===== src/rtl/secded_encoder_stream.sv =====
// Streaming SECDED(32,26) encoder: two-stage valid/ready pipeline with optional
// single/double bit-flip injection on the emitted codeword and a saturating delivery counter.
module secded_encoder_stream #(
    parameter int unsigned CNT_W = 16
) (
    input  logic             clk,
    input  logic             rst_n,
    input  logic             in_valid,
    output logic             in_ready,
    input  logic [0:25]      in_data,
    input  logic [1:0]       inj_mode,
    input  logic [4:0]       inj_pos_a,
    input  logic [4:0]       inj_pos_b,
    output logic             out_valid,
    input  logic             out_ready,
    output logic [0:31]      out_code,
    output logic [CNT_W-1:0] word_count,
    input  logic             clr_count
);

    logic             adv1, adv2;
    logic             s1_valid_q, s1_valid_d;
    logic [0:25]      s1_data_q, s1_data_d;
    logic [1:0]       s1_mode_q, s1_mode_d;
    logic [4:0]       s1_pos_a_q, s1_pos_a_d;
    logic [4:0]       s1_pos_b_q, s1_pos_b_d;
    logic             out_valid_q, out_valid_d;
    logic [0:31]      out_code_q, out_code_d;
    logic [CNT_W-1:0] cnt_q, cnt_d;
    logic [0:31]      enc;
    logic [0:31]      flip;
    logic [4:0]       syn;

    assign adv2      = !out_valid_q || out_ready;
    assign adv1      = !s1_valid_q || adv2;
    assign in_ready  = adv1;
    assign out_valid = out_valid_q;
    assign out_code  = out_code_q;
    assign word_count = cnt_q;

    // Data fills non-power-of-two indices; check bits are the XOR of the indices of set data
    // bits, which drives the overall syndrome of a clean word to zero.
    always_comb begin
        int unsigned j;
        enc = '0;
        syn = '0;
        j   = 0;
        for (int i = 1; i < 32; i++) begin
            if ((i & (i - 1)) != 0) begin
                enc[i] = s1_data_q[j];
                if (s1_data_q[j]) begin
                    syn = syn ^ 5'(i);
                end
                j++;
            end
        end
        for (int k = 0; k < 5; k++) begin
            enc[1 << k] = syn[k];
        end
        enc[0] = ^enc[1:31];
    end

    // Equal positions in double mode collapse to a single flip.
    always_comb begin
        flip = '0;
        case (s1_mode_q)
            2'd1: flip[s1_pos_a_q] = 1'b1;
            2'd2: begin
                flip[s1_pos_a_q] = 1'b1;
                flip[s1_pos_b_q] = 1'b1;
            end
            default: ;
        endcase
    end

    always_comb begin
        s1_valid_d  = s1_valid_q;
        s1_data_d   = s1_data_q;
        s1_mode_d   = s1_mode_q;
        s1_pos_a_d  = s1_pos_a_q;
        s1_pos_b_d  = s1_pos_b_q;
        out_valid_d = out_valid_q;
        out_code_d  = out_code_q;
        cnt_d       = cnt_q;

        if (adv1) begin
            s1_valid_d = in_valid;
            if (in_valid) begin
                s1_data_d  = in_data;
                s1_mode_d  = inj_mode;
                s1_pos_a_d = inj_pos_a;
                s1_pos_b_d = inj_pos_b;
            end
        end

        if (adv2) begin
            out_valid_d = s1_valid_q;
            if (s1_valid_q) begin
                out_code_d = enc ^ flip;
            end
        end

        if (clr_count) begin
            cnt_d = '0;
        end else if (out_valid_q && out_ready && (cnt_q != '1)) begin
            cnt_d = cnt_q + CNT_W'(1);
        end
    end

    always_ff @(posedge clk or negedge rst_n) begin
        if (!rst_n) begin
            s1_valid_q  <= 1'b0;
            s1_data_q   <= '0;
            s1_mode_q   <= '0;
            s1_pos_a_q  <= '0;
            s1_pos_b_q  <= '0;
            out_valid_q <= 1'b0;
            out_code_q  <= '0;
            cnt_q       <= '0;
        end else begin
            s1_valid_q  <= s1_valid_d;
            s1_data_q   <= s1_data_d;
            s1_mode_q   <= s1_mode_d;
            s1_pos_a_q  <= s1_pos_a_d;
            s1_pos_b_q  <= s1_pos_b_d;
            out_valid_q <= out_valid_d;
            out_code_q  <= out_code_d;
            cnt_q       <= cnt_d;
        end
    end

endmodule


===== config.mk =====
export PLATFORM = sky130hd
export DESIGN_NAME = secded_encoder_stream
export DESIGN_NICKNAME = d
export VERILOG_FILES = /design/src/rtl/secded_encoder_stream.sv
export SDC_FILE = /design/constraint.sdc
export NUM_CORES = 1
export LEC_CHECK = 0
export CAP_MARGIN = 10
export CORE_MARGIN = 4
export CORE_UTILIZATION = 36
export DETAILED_ROUTE_END_ITERATION = 12
export DONT_BUFFER_PORTS = 1
export PLACE_DENSITY = 0.6
export SLEW_MARGIN = 20
export SYNTH_ARGS = -nofsm -noshare
export SYNTH_HDL_FRONTEND = slang
export SYNTH_SLANG_ARGS = --single-unit

===== constraint.sdc =====
create_clock -name clk -period 3.2 [get_ports clk]
set_input_delay 0.48 -clock clk [delete_from_list [all_inputs] [get_ports clk]]
set_output_delay 0.48 -clock clk [all_outputs]
set_load 0.05 [all_outputs]

==> results of run 1 <==
## cells in the mapped netlist (all sizes together), types with 3 or more instances
| library cell | number |
|---|---|
| dfrtp | 88 |
| inv | 6 |
| mux2 | 39 |
| or3 | 5 |
| nor3 | 5 |
| or3b | 6 |
| nor3b | 3 |
| nand3b | 5 |
| o22a | 13 |
| buf | 3 |
| or2 | 6 |
| nor2 | 53 |
| nand2b | 6 |
| and3 | 4 |
| ha | 3 |
| xnor2 | 75 |
| xnor3 | 6 |
| o32a | 6 |
| xor2 | 13 |
| nand3 | 9 |
| nand2 | 44 |
| a22oi | 10 |
| clkbuf | 21 |
| o21ai | 34 |
## final timing paths
check,start,endpoint
setup reg to reg,s1_mode_q[0]$_DFFE_PN0P_,out_code[0]$_DFFE_PN0P_
max in group asynchronous,rst_n,word_count[7]$_DFFE_PN0P_
hold / removal,rst_n,out_code[6]$_DFFE_PN0P_
hold reg to reg,s1_valid_q$_DFFE_PN0N_,out_valid$_DFFE_PN0P_
setup / recovery,s1_mode_q[0]$_DFFE_PN0P_,out_code[0]$_DFFE_PN0P_
min in group clk,clr_count,word_count[12]$_DFFE_PN0P_
## power groups by stage
stage,sequential (mW),combinational (mW),clock [mW]
5_1_grt,1.98,1.64,1.04
6_report,1.94,1.51,0.971
3_5_place_dp,1.97,1.49,0
4_1_cts,1.95,1.52,1.01
2_1_floorplan,1.87,1.29,0
3_3_place_gp,1.96,1.45,0
## stage by stage
step,hold WS [ns],worst slack (ns)
after floorplan,0.184,0.559
after global placement,0.190,0.788
after detailed placement,0.190,0.682
after CTS,0.0563,0.680
after global routing,0.0739,0.444
final,0.0402,0.674
## critical path: stages, from the launching register on
cell,delay (ns)
dfrtp_1,0.39
inv_1,0.06
ha_1,0.30
or3b_1,0.53
o32a_1,0.22
nor2_1,0.13
xnor3_1,0.35
xnor3_1,0.34
o21ai_1,0.13
## cells by family (layout without fill, tap and decap cells)
| family | count (synthesis) | after routing | synth area share [%] |
|---|---|---|---|
| AO/OA/AOI/OAI | 70 | 70 | 9.57 |
| flip-flops | 88 | 88 | 44.7 |
| adder cells (fa/ha/maj) | 3 | 3 | 0.762 |
| XOR/XNOR | 94 | 94 | 18.8 |
| buffers and inverters | 30 | 32 | 2.31 |
| multiplexers | 40 | 40 | 9.11 |
| AND/OR/NAND/NOR | 154 | 154 | 14.8 |
## registers in the layout, summed over array words and instances, names as in the netlist
| signal | flops |
|---|---|
| word_count | 16 |
| out_valid | 1 |
| out_code | 32 |
| s1_pos_a_q | 5 |
| s1_data_q | 26 |
| s1_mode_q | 2 |
| s1_valid_q | 1 |
| s1_pos_b_q | 5 |
## per-layer routing
metal	up-vias	wire, µm	track usage (%)
met2	113	5500	24.9
met5	-	0	0
li1	1629	-	-
met4	0	147	4.40
met3	9	962	6.23
met1	1665	5080	19.8
## layout by cell type, fill, tap and decap left out, types with 4 or more instances in the layout
cell,n
nand3_1,9
nand2b_1,6
nor2_1,53
nand2_1,43
dfrtp_1,88
or3_1,5
o21ai_0,17
nand3b_1,5
nor3_1,5
clkbuf_16,9
or3b_1,4
xor2_1,13
buf_4,9
o22a_1,13
xnor3_1,6
and3_1,4
a22oi_1,10
xnor2_1,74
mux2_2,39
o21ai_1,17
inv_1,6
o32a_1,6
## final cells by class
type / count / area [µm²]
fill: 1304 / 7900
multi-input combinational: 361 / 2620
sequential: 88 / 2200
clock buffer: 12 / 256
tap: 176 / 220
timing repair buffer: 11 / 115
inverter: 6 / 22.5
clock inverter: 3 / 17.5
## repair_timing
item	in CTS	in global routing
hold endpoints to repair	88	0
buffers inserted	0	0
hold buffers	1	0
==> impl_metrics.toml, run 1 <==
[run_status]
status = "finished, final reports clean"

[logic_synthesis]
async_flop_share_pct = 100
syn_avg_cell_area_um2 = 10.3
syn_inst = 479
synth_area_um2 = 4930
synth_top_cell_area_share_pct = 44.7
synth_edf_count = 0
ys_ff_latch = 88
yosysTopAreaCell = "dfrtp_1"
synth_flop_cell = "dfrtp_1"
ys_warn_count = 0
synth_top_cells_by_area = "dfrtp_1 (45%), xnor2_1 (13%), mux2_2 (8.9%)"
seq_area_frac_synth_pct = 44.7
yosys.cell_types.count = 40
syn_nets = 525

[die]
rows = 42
die_w_um = 125
initial_core_util_pct = 36.9
die_h_um = 125
dieArea_um2 = 15600
io_pins = 93
core-area_um2 = 13300

[timing]
rsz0062_at_grt = "no"
finalMaxSlewViolations = 0
fin_tns_setup_ns = 0
clock_skew_ns = 0.00737
max_freq_mhz = 396
period_share_pct = 78.9
final_hold_viol_count = 0
min_period_ns = 2.53
setup_viol = 0
slew_headroom_pct = 41.2
worstMarginPinSlew_ns = 0.860

[finish]
antenna_cells = 0
final_nets = 523
syn2layout_area_growth_pct = 10.6
final_core_util_pct = 40.8
design_area_um2 = 5450
drive_gt1_share_pct = 14.8
fin_cells = 657

[clocking]
ctsResizeCount = 0
cts_buffers = 9
htreeDepth = 3
path_clk_slew_ns = 0.06
clock_latency_ns = 0.34
cts_sinks = 88
cts_tree = "built"
cts_buffer_depth = 2
ctsRootBufferMaster = "clkbuf_16"

[critical_path]
worstPathRequired_ns = 3.47
r2r_setup_slack_ns = 0.67
crit_fanout = 9
cp-start-kind = "flop"
arrival_ns = 2.79
critical_path_class = "flop to flop"
crit_path_end_kind = "flop"
reg2regPathDepth = 8

[global_routing]
grt_overflow = 0
grt_pass1_vias = 3534
grt_max_degree = 89
antenna_found_initial = 1
grt_usage_pct = 15.6
grt_pass1_wl_um = 19500

[pwr]
switching_share_pct = 38.7
p_int_mw = 2.71
power_mw = 4.42
comb_power_share_pct = 34.1
clkPwrFrac_pct = 22.0
power_density_nw_per_um2 = 811
switchingPower_mw = 1.71
pwr-share-seq_pct = 43.9
leakagePower_nw = 2.11
ir_worst_vdd_mv = 0.451

[run]
cap_violations = 0

[routing]
drt_first_iter_violations = 164
drt_wl_total_um = 11700
wl_per_cell_um = 17.8
detail-route-antenna-nets = 0
viasPerCell = 5.20
vias = 3416
drt_first_pass_iters = 4
drc = 0

[min_path]
hp-class = "primary input to asynchronous set/reset pin"

[place]
gp_congestion = 0.854
postPlaceCellArea_um2 = 5150
dp_hpwl_um = 8690
dp_cells = 641
port_buffers = 0
Note: power is estimated with default switching activity, not from simulation.
==> run 2: changes to the inputs <==
- PLACE_DENSITY: 0.6 -> 0.62
- clock period: 3.2 -> 2.2 ns (I/O delays scaled with it)
==> run 2 against run 1 <==
Worst setup slack worse by 0.59 ns. Final area grew 6.0%. Largest cell class unchanged. Register-to-register slack got worse by 0.59 ns. Critical endpoint unchanged. Worst hold slack worse by 0.36 ns. Maximum frequency is 19% higher. The run now ends with hold timing left. Sequential share of layout area fell by 2.2 points. Sequential power is 42% higher. Routed wire length up 3.6%.
==> impl_metrics.toml, run 2 (synthesized netlist as in run 1, its figures left out) <==
[routing]
drt_wl_total_um = 12100
drt_first_pass_iters = 4
vias = 3525
drc = 0
drt_first_iter_violations = 161
viasPerCell = 5.09
detail-route-antenna-nets = 0
wl_per_cell_um = 17.5

[pwr]
leakagePower_nw = 2.31
switchingPower_mw = 2.54
power_density_nw_per_um2 = 1180
ir_worst_vdd_mv = 0.543
pwr-share-seq_pct = 40.3
switching_share_pct = 37.2
clkPwrFrac_pct = 23.4
comb_power_share_pct = 36.3
p_int_mw = 4.28

[critical_path]
crit_family = "XOR/XNOR gates"
cp_common_cell = "xnor3_1"
path_cells = "xor2_1 -> xnor2_2 -> xnor3_1 -> xnor3_1 -> xnor3_1 -> o21ai_1"
crit_buf_inv = 0
rr_startpoint = "s1_data_q[20]$_DFFE_PN0P_"
worstPathRequired_ns = 2.48
crit_path_end_kind = "flop"
cp-startpoint = "s1_data_q[20]$_DFFE_PN0P_"
critical_path_class = "flop to flop"
arrival_ns = 2.39
max_stage_delay_ns = 0.48
crit_fanout = 3
slowest_stage = "xnor3_1"
cp-start-kind = "flop"

[finish]
multiInputGateArea_um2 = 2650
num-fill-cells = 1283
mostFrequentLayoutCell = "dfrtp_1"
antenna_cells = 0
mostFrequentLayoutCells = "dfrtp_1 (83), xnor2_1 (71), nor2_1 (53), buf_4 (44), nand2_1 (43)"
drive_gt1_share_pct = 22.5
ff_latch_area_um2 = 2210
fin_cells = 692
largest_register_ffs = 32
design_area_um2 = 5780
final_nets = 558
syn2layout_area_growth_pct = 17.2

[timing]
clock_skew_ns = 0.00643
period_share_pct = 96.2
min_period_ns = 2.12
finalMaxSlewViolations = 0
max_freq_mhz = 472
setup_viol = 0
worstMarginPinSlew_ns = 0.520
final_hold_viol_count = 88
slew_headroom_pct = 65.3
whs_ns = -0.320

[die]
dieArea_um2 = 15600
initial_core_util_pct = 36.9
die_w_um = 125
io_pins = 93
core-area_um2 = 13300
die_h_um = 125
rows = 42

[clocking]
cts_tree = "built"
cts_buffer_depth = 2
cts_buffers = 9
ctsRootBufferMaster = "clkbuf_16"
htreeDepth = 3
clock_latency_ns = 0.34
cts_sinks = 88
path_clk_slew_ns = 0.06

[global_routing]
grt_pass1_wl_um = 19700
grt_max_degree = 89
grt_overflow = 0
grt_pass1_vias = 3647
antenna_found_initial = 0
grt_usage_pct = 15.8

[run]
cap_violations = 0

[run_status]
status = "complete, but fails checks"
failed_checks = "hold timing"

[place]
dp_cells = 676
gp_congestion = 0.825
port_buffers = 0
postPlaceCellArea_um2 = 5430
dp_hpwl_um = 9150

[min_path]
hp-class = "primary input to asynchronous set/reset pin"
-- run 2: final cells by class --
type	instances	area share [%]
sequential	88	38.2
timing repair buffer	46	6.41
inverter	6	0.390
clock inverter	2	0.649
multi-input combinational	361	45.9
clock buffer	13	4.68
tap	176	3.81
-- run 2: metal layers --
metal	GRT usage [%]	part of all wire, %
met2	26.8	49
met4	4.97	1.3
met5	0	0
met3	4.48	6.6
met1	19.4	43
-- run 2: stage by stage --
stage	utilization [%]	total power [mW]	setup slack [ns]	TNS, ns	hold WS, ns
final	43.3	6.82	0.0830	0	-0.320
after global routing	43.3	7.17	-0.00116	-0.00116	-0.337
after CTS	43.1	6.85	0.0471	0	-0.335
after detailed placement	40.7	5.22	-0.0606	-0.0606	0.0366
after global placement	40.7	5.16	0.0452	0	0.0397
after floorplan	-	4.62	0.00210	0	0.0344
-- run 2: power by group through the flow --
stage	clock network, mW	logic [mW]	registers, mW
2_1_floorplan	0	1.90	2.73
3_3_place_gp	0	2.39	2.77
3_5_place_dp	0	2.43	2.79
4_1_cts	1.63	2.46	2.76
5_1_grt	1.71	2.67	2.79
6_report	1.60	2.48	2.75
-- run 2: worst paths after layout --
path,end,depth (start not counted),slack (ns)
max,out_code[0]$_DFFE_PN0P_,6,0.08
min,out_code[6]$_DFFE_PN0P_,0,-0.32
max reg2reg,out_code[0]$_DFFE_PN0P_,6,0.08
min reg2reg,out_valid$_DFFE_PN0P_,1,0.51
max in group asynchronous,out_valid$_DFFE_PN0P_,0,2.37
min in group clk,word_count[4]$_DFFE_PN0P_,1,0.04
-- run 2: repair_timing --
action	CTS	global route
buffers inserted	0	1
gates cloned	0	0
endpoints found under the setup margin	1	6
pin swaps	0	1
endpoints found under the hold margin	88	88
gates resized for setup	2	4
-- run 2: worst reg2reg max path: stages (launching register included) --
cell and delay, ns:
dfrtp_1 0.41, xor2_1 0.18, xnor2_2 0.26, xnor3_1 0.48, xnor3_1 0.40, xnor3_1 0.21
o21ai_1 0.11
